===== src/rtl/tpu_pkg.sv =====
// Shared TPU definitions: weight-memory widths and the weight_loader state type.
package tpu_pkg;

  localparam int DATA_W = 8;
  localparam int ADDR_W = 13;

  typedef enum logic [1:0] {
    IDLE  = 2'd0,
    LOAD  = 2'd1,
    WRITE = 2'd2,
    DONE  = 2'd3
  } weight_loader_state_t;

  // Width of a counter spanning 0..n2-1, never narrower than one bit.
  function automatic int cnt_width(input int n2);
    return (n2 > 1) ? $clog2(n2) : 1;
  endfunction

endpackage


===== src/rtl/weight_loader_if.sv =====
// Host-side byte stream plus weight-memory write port of the weight loader.
//
// Handshake: in_data transfers on a rising edge where in_valid && in_ready.
// in_ready never depends on in_valid; the source may hold in_valid low for
// any number of cycles. wr_en is a plain one-cycle write strobe with no
// back-pressure: the memory takes wr_addr/wr_data on every edge wr_en is high.
interface weight_loader_if #(
  parameter int DATA_W = tpu_pkg::DATA_W,
  parameter int ADDR_W = tpu_pkg::ADDR_W
);
  logic              start;
  logic [ADDR_W-1:0] base_addr;
  logic              in_valid;
  logic              in_ready;
  logic [DATA_W-1:0] in_data;
  logic              wr_en;
  logic [ADDR_W-1:0] wr_addr;
  logic [DATA_W-1:0] wr_data;
  logic              busy;
  logic              done;

  modport master (
    output start, base_addr, in_valid, in_data,
    input  in_ready, wr_en, wr_addr, wr_data, busy, done
  );

  modport slave (
    input  start, base_addr, in_valid, in_data,
    output in_ready, wr_en, wr_addr, wr_data, busy, done
  );
endinterface


===== src/rtl/weight_xpose_buf.sv =====
// N x N weight staging buffer: filled in row-major order, read in column-major
// order, so reading index i returns W[i%N][i/N] (the transpose).
module weight_xpose_buf #(
  parameter int N      = 2,
  parameter int DATA_W = 8,
  parameter int CW     = 2
) (
  input  logic              clk,
  input  logic              we,
  input  logic [CW-1:0]     wr_idx,
  input  logic [DATA_W-1:0] wr_data,
  input  logic [CW-1:0]     rd_idx,
  output logic [DATA_W-1:0] rd_data
);
  localparam int NN = N * N;

  logic [DATA_W-1:0] mem [NN];
  logic [CW-1:0]     rd_pos;

  // Store byte k of the stream at flat position k (row k/N, column k%N).
  always_ff @(posedge clk) begin
    if (we) mem[wr_idx] <= wr_data;
  end

  // Column-major index i maps to row i%N, column i/N of the stored matrix.
  always_comb begin
    rd_pos  = '0;
    rd_pos  = CW'((int'(rd_idx) % N) * N + int'(rd_idx) / N);
    rd_data = mem[rd_pos];
  end
endmodule


===== src/rtl/weight_loader.sv =====
// Weight-memory writer: buffers an N x N row-major weight stream, then writes
// it out one element per cycle in column-major order from a latched base.
module weight_loader
  import tpu_pkg::*;
#(
  parameter int N      = 2,
  parameter int DATA_W = tpu_pkg::DATA_W,
  parameter int ADDR_W = tpu_pkg::ADDR_W
) (
  input  logic                 clk,
  input  logic                 rst_n,
  weight_loader_if.slave       bus,
  output weight_loader_state_t state_dbg
);
  localparam int            NN   = N * N;
  localparam int            CW   = cnt_width(NN);
  localparam logic [CW-1:0] LAST = CW'(NN - 1);

  weight_loader_state_t state;
  logic [CW-1:0]        cnt;
  logic [ADDR_W-1:0]    base_q;
  logic                 in_ready_q;
  logic                 wr_en_q;
  logic                 busy_q;
  logic                 done_q;
  logic                 buf_we;
  logic [DATA_W-1:0]    buf_rd;

  // in_ready_q is high only in LOAD, so this is exactly a LOAD-state transfer.
  assign buf_we = in_ready_q && bus.in_valid;

  weight_xpose_buf #(
    .N      (N),
    .DATA_W (DATA_W),
    .CW     (CW)
  ) u_buf (
    .clk     (clk),
    .we      (buf_we),
    .wr_idx  (cnt),
    .wr_data (bus.in_data),
    .rd_idx  (cnt),
    .rd_data (buf_rd)
  );

  // Control FSM: one counter serves as byte index in LOAD and write index in WRITE.
  always_ff @(posedge clk) begin
    if (!rst_n) begin
      state      <= IDLE;
      cnt        <= '0;
      base_q     <= '0;
      in_ready_q <= 1'b0;
      wr_en_q    <= 1'b0;
      busy_q     <= 1'b0;
      done_q     <= 1'b0;
    end else begin
      case (state)
        IDLE: begin
          if (bus.start) begin
            base_q     <= bus.base_addr;
            cnt        <= '0;
            state      <= LOAD;
            in_ready_q <= 1'b1;
            busy_q     <= 1'b1;
          end
        end
        LOAD: begin
          if (bus.in_valid && in_ready_q) begin
            if (cnt == LAST) begin
              cnt        <= '0;
              state      <= WRITE;
              in_ready_q <= 1'b0;
              wr_en_q    <= 1'b1;
            end else begin
              cnt <= cnt + 1'b1;
            end
          end
        end
        WRITE: begin
          if (cnt == LAST) begin
            cnt     <= '0;
            state   <= DONE;
            wr_en_q <= 1'b0;
            busy_q  <= 1'b0;
            done_q  <= 1'b1;
          end else begin
            cnt <= cnt + 1'b1;
          end
        end
        DONE: begin
          done_q <= 1'b0;
          state  <= IDLE;
        end
        default: begin
          state <= IDLE;
        end
      endcase
    end
  end

  // Address and data are forced to zero outside WRITE; the address wraps modulo 2^ADDR_W.
  assign bus.in_ready = in_ready_q;
  assign bus.wr_en    = wr_en_q;
  assign bus.wr_addr  = wr_en_q ? (base_q + ADDR_W'(cnt)) : '0;
  assign bus.wr_data  = wr_en_q ? buf_rd : '0;
  assign bus.busy     = busy_q;
  assign bus.done     = done_q;
  assign state_dbg    = state;
endmodule


===== src/flat_wrapper.sv =====
// flat-port wrapper written by rule: the top's interface ports become plain ports
module weight_loader_flat import tpu_pkg::*;
#(
  parameter int N      = 2,
  parameter int DATA_W = tpu_pkg::DATA_W,
  parameter int ADDR_W = tpu_pkg::ADDR_W
)
  (clk, rst_n, state_dbg, bus_start, bus_base_addr, bus_in_valid, bus_in_data, bus_in_ready, bus_wr_en, bus_wr_addr, bus_wr_data, bus_busy, bus_done);
  weight_loader_if #(.DATA_W(DATA_W), .ADDR_W(ADDR_W)) bus_i ();
  input  logic clk;
  input  logic rst_n;
  output weight_loader_state_t state_dbg;
  input wire logic [$bits(bus_i.start)-1:0] bus_start;
  input wire logic [$bits(bus_i.base_addr)-1:0] bus_base_addr;
  input wire logic [$bits(bus_i.in_valid)-1:0] bus_in_valid;
  input wire logic [$bits(bus_i.in_data)-1:0] bus_in_data;
  output wire logic [$bits(bus_i.in_ready)-1:0] bus_in_ready;
  output wire logic [$bits(bus_i.wr_en)-1:0] bus_wr_en;
  output wire logic [$bits(bus_i.wr_addr)-1:0] bus_wr_addr;
  output wire logic [$bits(bus_i.wr_data)-1:0] bus_wr_data;
  output wire logic [$bits(bus_i.busy)-1:0] bus_busy;
  output wire logic [$bits(bus_i.done)-1:0] bus_done;
  assign bus_i.start = bus_start;
  assign bus_i.base_addr = bus_base_addr;
  assign bus_i.in_valid = bus_in_valid;
  assign bus_i.in_data = bus_in_data;
  assign bus_in_ready = bus_i.in_ready;
  assign bus_wr_en = bus_i.wr_en;
  assign bus_wr_addr = bus_i.wr_addr;
  assign bus_wr_data = bus_i.wr_data;
  assign bus_busy = bus_i.busy;
  assign bus_done = bus_i.done;
  weight_loader #(.N(N), .DATA_W(DATA_W), .ADDR_W(ADDR_W)) u_core (.clk(clk), .rst_n(rst_n), .bus(bus_i), .state_dbg(state_dbg));
endmodule

===== config.mk =====
export PLATFORM = sky130hd
export DESIGN_NAME = weight_loader_flat
export DESIGN_NICKNAME = d
export VERILOG_FILES = /design/src/rtl/tpu_pkg.sv /design/src/rtl/weight_loader_if.sv /design/src/rtl/weight_xpose_buf.sv /design/src/rtl/weight_loader.sv /design/src/flat_wrapper.sv
export SDC_FILE = /design/constraint.sdc
export NUM_CORES = 1
export LEC_CHECK = 0
export ABC_AREA = 1
export CAP_MARGIN = 15
export CORE_MARGIN = 3
export CORE_UTILIZATION = 45
export CTS_BUF_LIST = sky130_fd_sc_hd__clkbuf_8
export CTS_CLUSTER_SIZE = 20
export DETAILED_ROUTE_END_ITERATION = 6
export DONT_BUFFER_PORTS = 1
export SLEW_MARGIN = 40
export SYNTH_ARGS = -nofsm -noshare
export SYNTH_HDL_FRONTEND = slang
export SYNTH_HIERARCHICAL = 1
export SYNTH_SLANG_ARGS = --single-unit

===== constraint.sdc =====
create_clock -name clk -period 3.5 [get_ports clk]
set_clock_uncertainty 0.2 [all_clocks]
set_input_delay 0.35 -clock clk [delete_from_list [all_inputs] [get_ports clk]]
set_output_delay 0.35 -clock clk [all_outputs]
set_load 0.02 [all_outputs]

# == Word-level counts from Yosys, hierarchy flattened ==
# Memory sizes are Yosys's and may differ from the RTL's.
# Index checks and enable logic that the tools add are counted.
# totals
reg_bits,21
rom_bits,0
ramBits,32
input_bits,25
latch_bits,0
mem_count,1
wordCells,55
# memory_table
name,words,word_bits,rd,rd_ports_with_merged_regs,write_ports,line_no,source
u_core.u_buf.mem,4,8,1,0,1,weight_xpose_buf.sv:17,logic [DATA_W-1:0] mem [NN];
# op_classes
n_reduce_logical,14
div,0
order_cmp,0
addsub,3
n_eq_ne,8
multipliers,0
shifts,0
bitwise_logic,0
mux,22
# op_table
op,count
two-way mux 2 bit,7
adder 13 x 2 -> 13 bit,1
two-way mux 13 bit,1
AND reduction 4 bit,3
two-way mux 8 bit,1
case mux 1 bit (2 select lines),4
case mux 2 bit (4 select lines),1
nonzero test 2 bit,4
two-way mux 1 bit,7
"== test 2 bit, second input constant",3
"inequality test 2 x 1 -> 1 bit, second input constant",3
case mux 2 bit (3 select lines),1
AND reduction 3 bit,2
AND reduction 2 bit,2
nonzero test 3 bit,1
adder 2 x 1 -> 2 bit,1
"adder 2 x 1 -> 2 bit, second input constant",1
"== test 2 x 1 -> 1 bit, second input constant",1
logical NOT 2 bit,1
"inequality test 2 bit, second input constant",1
logical AND 1 bit,1

# == Depth between registers and ports, before layout ==
# depth
ltp_word,4
depth_mapped,8

# == Cells and area by module ==
# The synthesis kept the hierarchy.
# modules_own_cells
module,seq_area_each_um2,area_each_um2,instances,cells_per_inst
weight_xpose_buf,960.9,1387.6,1,133
weight_loader,420.4,1333.8,1,216

# == Worst setup path after synthesis ==
# Ideal clock, no wire load.
# synth_timing
path_type,register -> output
from,register u_core.cnt[0]
to,output port bus_wr_addr[6]
required_ps,2950
t_arrival_ps,1657
stages_incl_launch_ff,6
slack_ps,1293
path_buffers,0
cell_sequence,dfxtp_1 ha_1 fa_1 nand2_1 nor3_1 nor3_1
# synth_via
elab_chain_cells,2
# synth_rtl
element,line_no,source
from (decl),weight_loader.sv:20,logic [CW-1:0] cnt;
from (signal assigned),weight_loader.sv:74,cnt <= cnt + 1'b1;
from (signal assigned),weight_loader.sv:86,cnt <= cnt + 1'b1;
adder 13 x 2 -> 13 bit,weight_loader.sv:103,assign bus.wr_addr = wr_en_q ? (base_q + ADDR_W'(cnt)) : '0;
two-way mux 13 bit,weight_loader.sv:103,
to (decl),flat_wrapper.sv:19,output wire logic [$bits(bus_i.wr_addr)-1:0] bus_wr_addr;
# No other way between the ends.

# == Worst setup path in the final report ==
# Ends and elaborated chain as after synthesis.

==> impl_metrics.yaml <==
status:
  status: "complete, no violations"
power_and_ir_drop:
  p_sw_share_pct: 42.9
  peakVddDrop_mv: 0.378
  p_seq_share_pct: 43.3
  internal_power_mw: 1.15
  powerDensity_nw_per_um2: 673
  p_sw_mw: 0.864
  clkPwrFrac_pct: 17.5
  combPwrFrac_pct: 39.2
  p_leak_nw: 1.40
routing:
  drtIter0Drc: 107
  wire_per_inst_um: 12.9
  vias: 2104
  dr.pass1.iters: 4
  vias_per_cell: 4.83
  drc_errors: 0
  postRouteAntennaNets: 0
  wirelength_um: 5640
sta:
  setup_viol: 0
  worst_slew_pin_slew_ns: 0.689
  finalHoldViolations: 0
  fmax_mhz: 385
  slew-limit-headroom_pct: 53.9
  maxSlewViolCount: 0
  period_needed_ns: 2.60
  setup_tns_ns: 0
  rsz0062_at_grt: "no"
  fin_crit_sh_pct: 74.2
floorplan:
  initial_utilization_pct: 47.9
  die_height_um: 83.8
  rows: 27
  die_x_um: 83.8
  fp.dieArea_um2: 7020
  io_pins: 52
  core_um2: 5680
clocking:
  clockRootBuffer: "clkbuf_8"
  cts_tree: "built"
  ctsHtreeMaxLevel: 2
  clock_sinks: 53
  cts_buffer_depth: 2
  clkLatencyLatePin_ns: 0.31
  cts-buffers-inserted: 5
  path_clk_slew_ns: 0.10
min_path:
  holdCritPathClass: "input port to flop"
final_layout:
  syn2layout_area_growth_pct: 9.93
  fin_cells: 436
  num-fill-cells: 569
  fin_nets: 396
  n_antenna_cell: 0
  layout-drive-gt1-share_pct: 6.32
global_routing:
  grtUsageTotal_pct: 16.8
  antenna_found_initial: 0
  grt_first_pass_wirelength_um: 9510
  grt_max_degree: 23
  grt_overflow: 0
  grt_pass1_vias: 1981
setup_path:
  arrival_ns: 2.05
  cp-end-kind: "primary output"
  cp.required_ns: 2.95
  worst_setup_path_start_kind: "flop"
  crit_type: "flop to primary output"
  critPathMaxFanout: 4
synth:
  ys_seq_area_share_pct: 50.8
  netlist_area_um2: 2720
  syn_nets: 382
  synth_seq_cells: 53
  netlist_instances: 349
  syn_avg_cell_area_um2: 7.80
  synth_cell_types: 24
  ys_warn_count: 6
placed_design:
  dp_cells: 419
  portBuffers: 0
  hpwl_um: 3950
  globalplace.congestion: 0.758
flow_run:
  cap_violations: 0
-- synth_stat cells --
cell,n,share of area (%)
xnor2_1,1,0.32
o21ai_0,19,3.5
nor2_1,42,5.8
buf_6,2,0.83
clkbuf_1,4,0.55
buf_4,1,0.28
nor2_2,1,0.23
inv_4,1,0.23
or2_2,1,0.23
nand4_1,3,0.69
nand2_2,3,0.69
nand3b_1,1,0.28
nor2_4,2,0.83
a21boi_0,1,0.28
inv_1,68,9.4
edfxtp_1,32,35
a21oi_1,13,2.4
buf_2,3,0.55
nand3_1,24,4.4
dfxtp_1,21,15
nor3_1,7,1.3
nand2_1,91,13
ha_1,7,3.2
fa_1,1,0.74
-- metrics by stage --
stage | util (%) | hold WS, ns | area [µm²] | worst slack [ns] | power, mW
2_1_floorplan | - | 0.244 | 2720 | 1.29 | 1.51
3_3_place_gp | 49.5 | 0.249 | 2810 | 1.28 | 1.66
3_5_place_dp | 49.5 | 0.249 | 2810 | 1.26 | 1.66
4_1_cts | 52.7 | 0.00211 | 2990 | 0.897 | 2.03
5_1_grt | 52.7 | 0.0107 | 2990 | 0.762 | 2.20
6_report | 52.7 | 0.00606 | 2990 | 0.904 | 2.01
-- path summary, 6_finish.rpt --
path | from | to | slack [ns] | depth (start not counted)
setup / recovery | u_core/cnt[0] | bus_wr_addr[6] | 0.90 | 5
setup reg to reg | u_core/cnt[1] | u_core/u_buf/mem[3][5] | 1.45 | 4
hold reg to reg | u_core/base_q[11] | u_core/base_q[11] | 0.28 | 2
hold / removal | bus_base_addr[2] | u_core/base_q[2] | 0.006 | 2
-- layout make-up --
cell class | count | area (µm²) | share of cell area (%)
Sequential cell | 53 | 1380 | 46.2
Multi-Input combinational cell | 217 | 1020 | 34.0
Inverter | 69 | 262 | 8.74
Timing Repair Buffer | 17 | 150 | 5.02
Tap cell | 72 | 90.1 | 3.01
Clock buffer | 5 | 68.8 | 2.30
Clock inverter | 3 | 21.3 | 0.711
-- metal layers --
layer / vias to the layer above / track usage, % / part of all wire (%)
met5: - / 0 / 0
met1: 951 / 21.9 / 48
li1: 1112 / - / -
met2: 37 / 27.4 / 47
met4: 0 / 3.07 / 0.55
met3: 4 / 5.53 / 4.4
-- cell usage in the layout (no fill, tap or decap) --
cell            n
clkinv_4        1
ha_1            7
o21ai_0        19
nor2_4          2
dfxtp_1        21
nor3_1          7
nand3_1        24
or2_2           1
nand2_2         3
a21boi_0        1
nand2_1        91
inv_4           1
nor2_2          1
clkbuf_8        5
buf_4           8
nand3b_1        1
fa_1            1
nand4_1         3
dlygate4sd3_1   9
xnor2_1         1
clkinv_1        1
edfxtp_1       32
inv_6           1
a21oi_1        13
inv_1          68
nor2_1         42
-- flip-flops by register name, summed over array words and instances (netlist names) --
signal               count
u_core/state_dbg         2
u_core/bus.done          1
u_core/u_buf/mem        32
u_core/bus.wr_en         1
u_core/base_q           13
u_core/cnt               2
u_core/bus.in_ready      1
u_core/bus.busy          1
-- kinds of logic (layout without fill, tap and decap cells) --
kind of cell | count (synthesis) | count (layout) | synth area share [%]
compound gates | 33 | 33 | 6.16
fa+ha+maj | 8 | 8 | 3.95
xor+xnor | 1 | 1 | 0.322
flops | 53 | 53 | 50.8
buf+inv | 79 | 94 | 11.8
simple gates | 175 | 175 | 27.0
-- power groups by stage --
| stage | Combinational [mW] | Sequential, mW | Clock (mW) |
|---|---|---|---|
| CTS | 0.793 | 0.872 | 0.364 |
| detailed placement | 0.777 | 0.887 | 0 |
| global placement | 0.773 | 0.884 | 0 |
| finish | 0.789 | 0.872 | 0.353 |
| global route | 0.920 | 0.888 | 0.394 |
| floorplan | 0.642 | 0.865 | 0 |
-- what timing repair did --
item / 4_1_cts / 5_1_grt
hold buffers: 9 / 0
setup buffers: 0 / 0
hold endpoints to repair: 53 / 0
resized for setup: 0 / 0
-- worst max-delay path, cell delays in order, from the launching register on --
cell,delay [ns]
dfxtp_1,0.33
ha_1,0.22
fa_1,0.39
nand2_1,0.18
nor3_1,0.07
nor3_1,0.55
(Power assumes the default switching activity.)
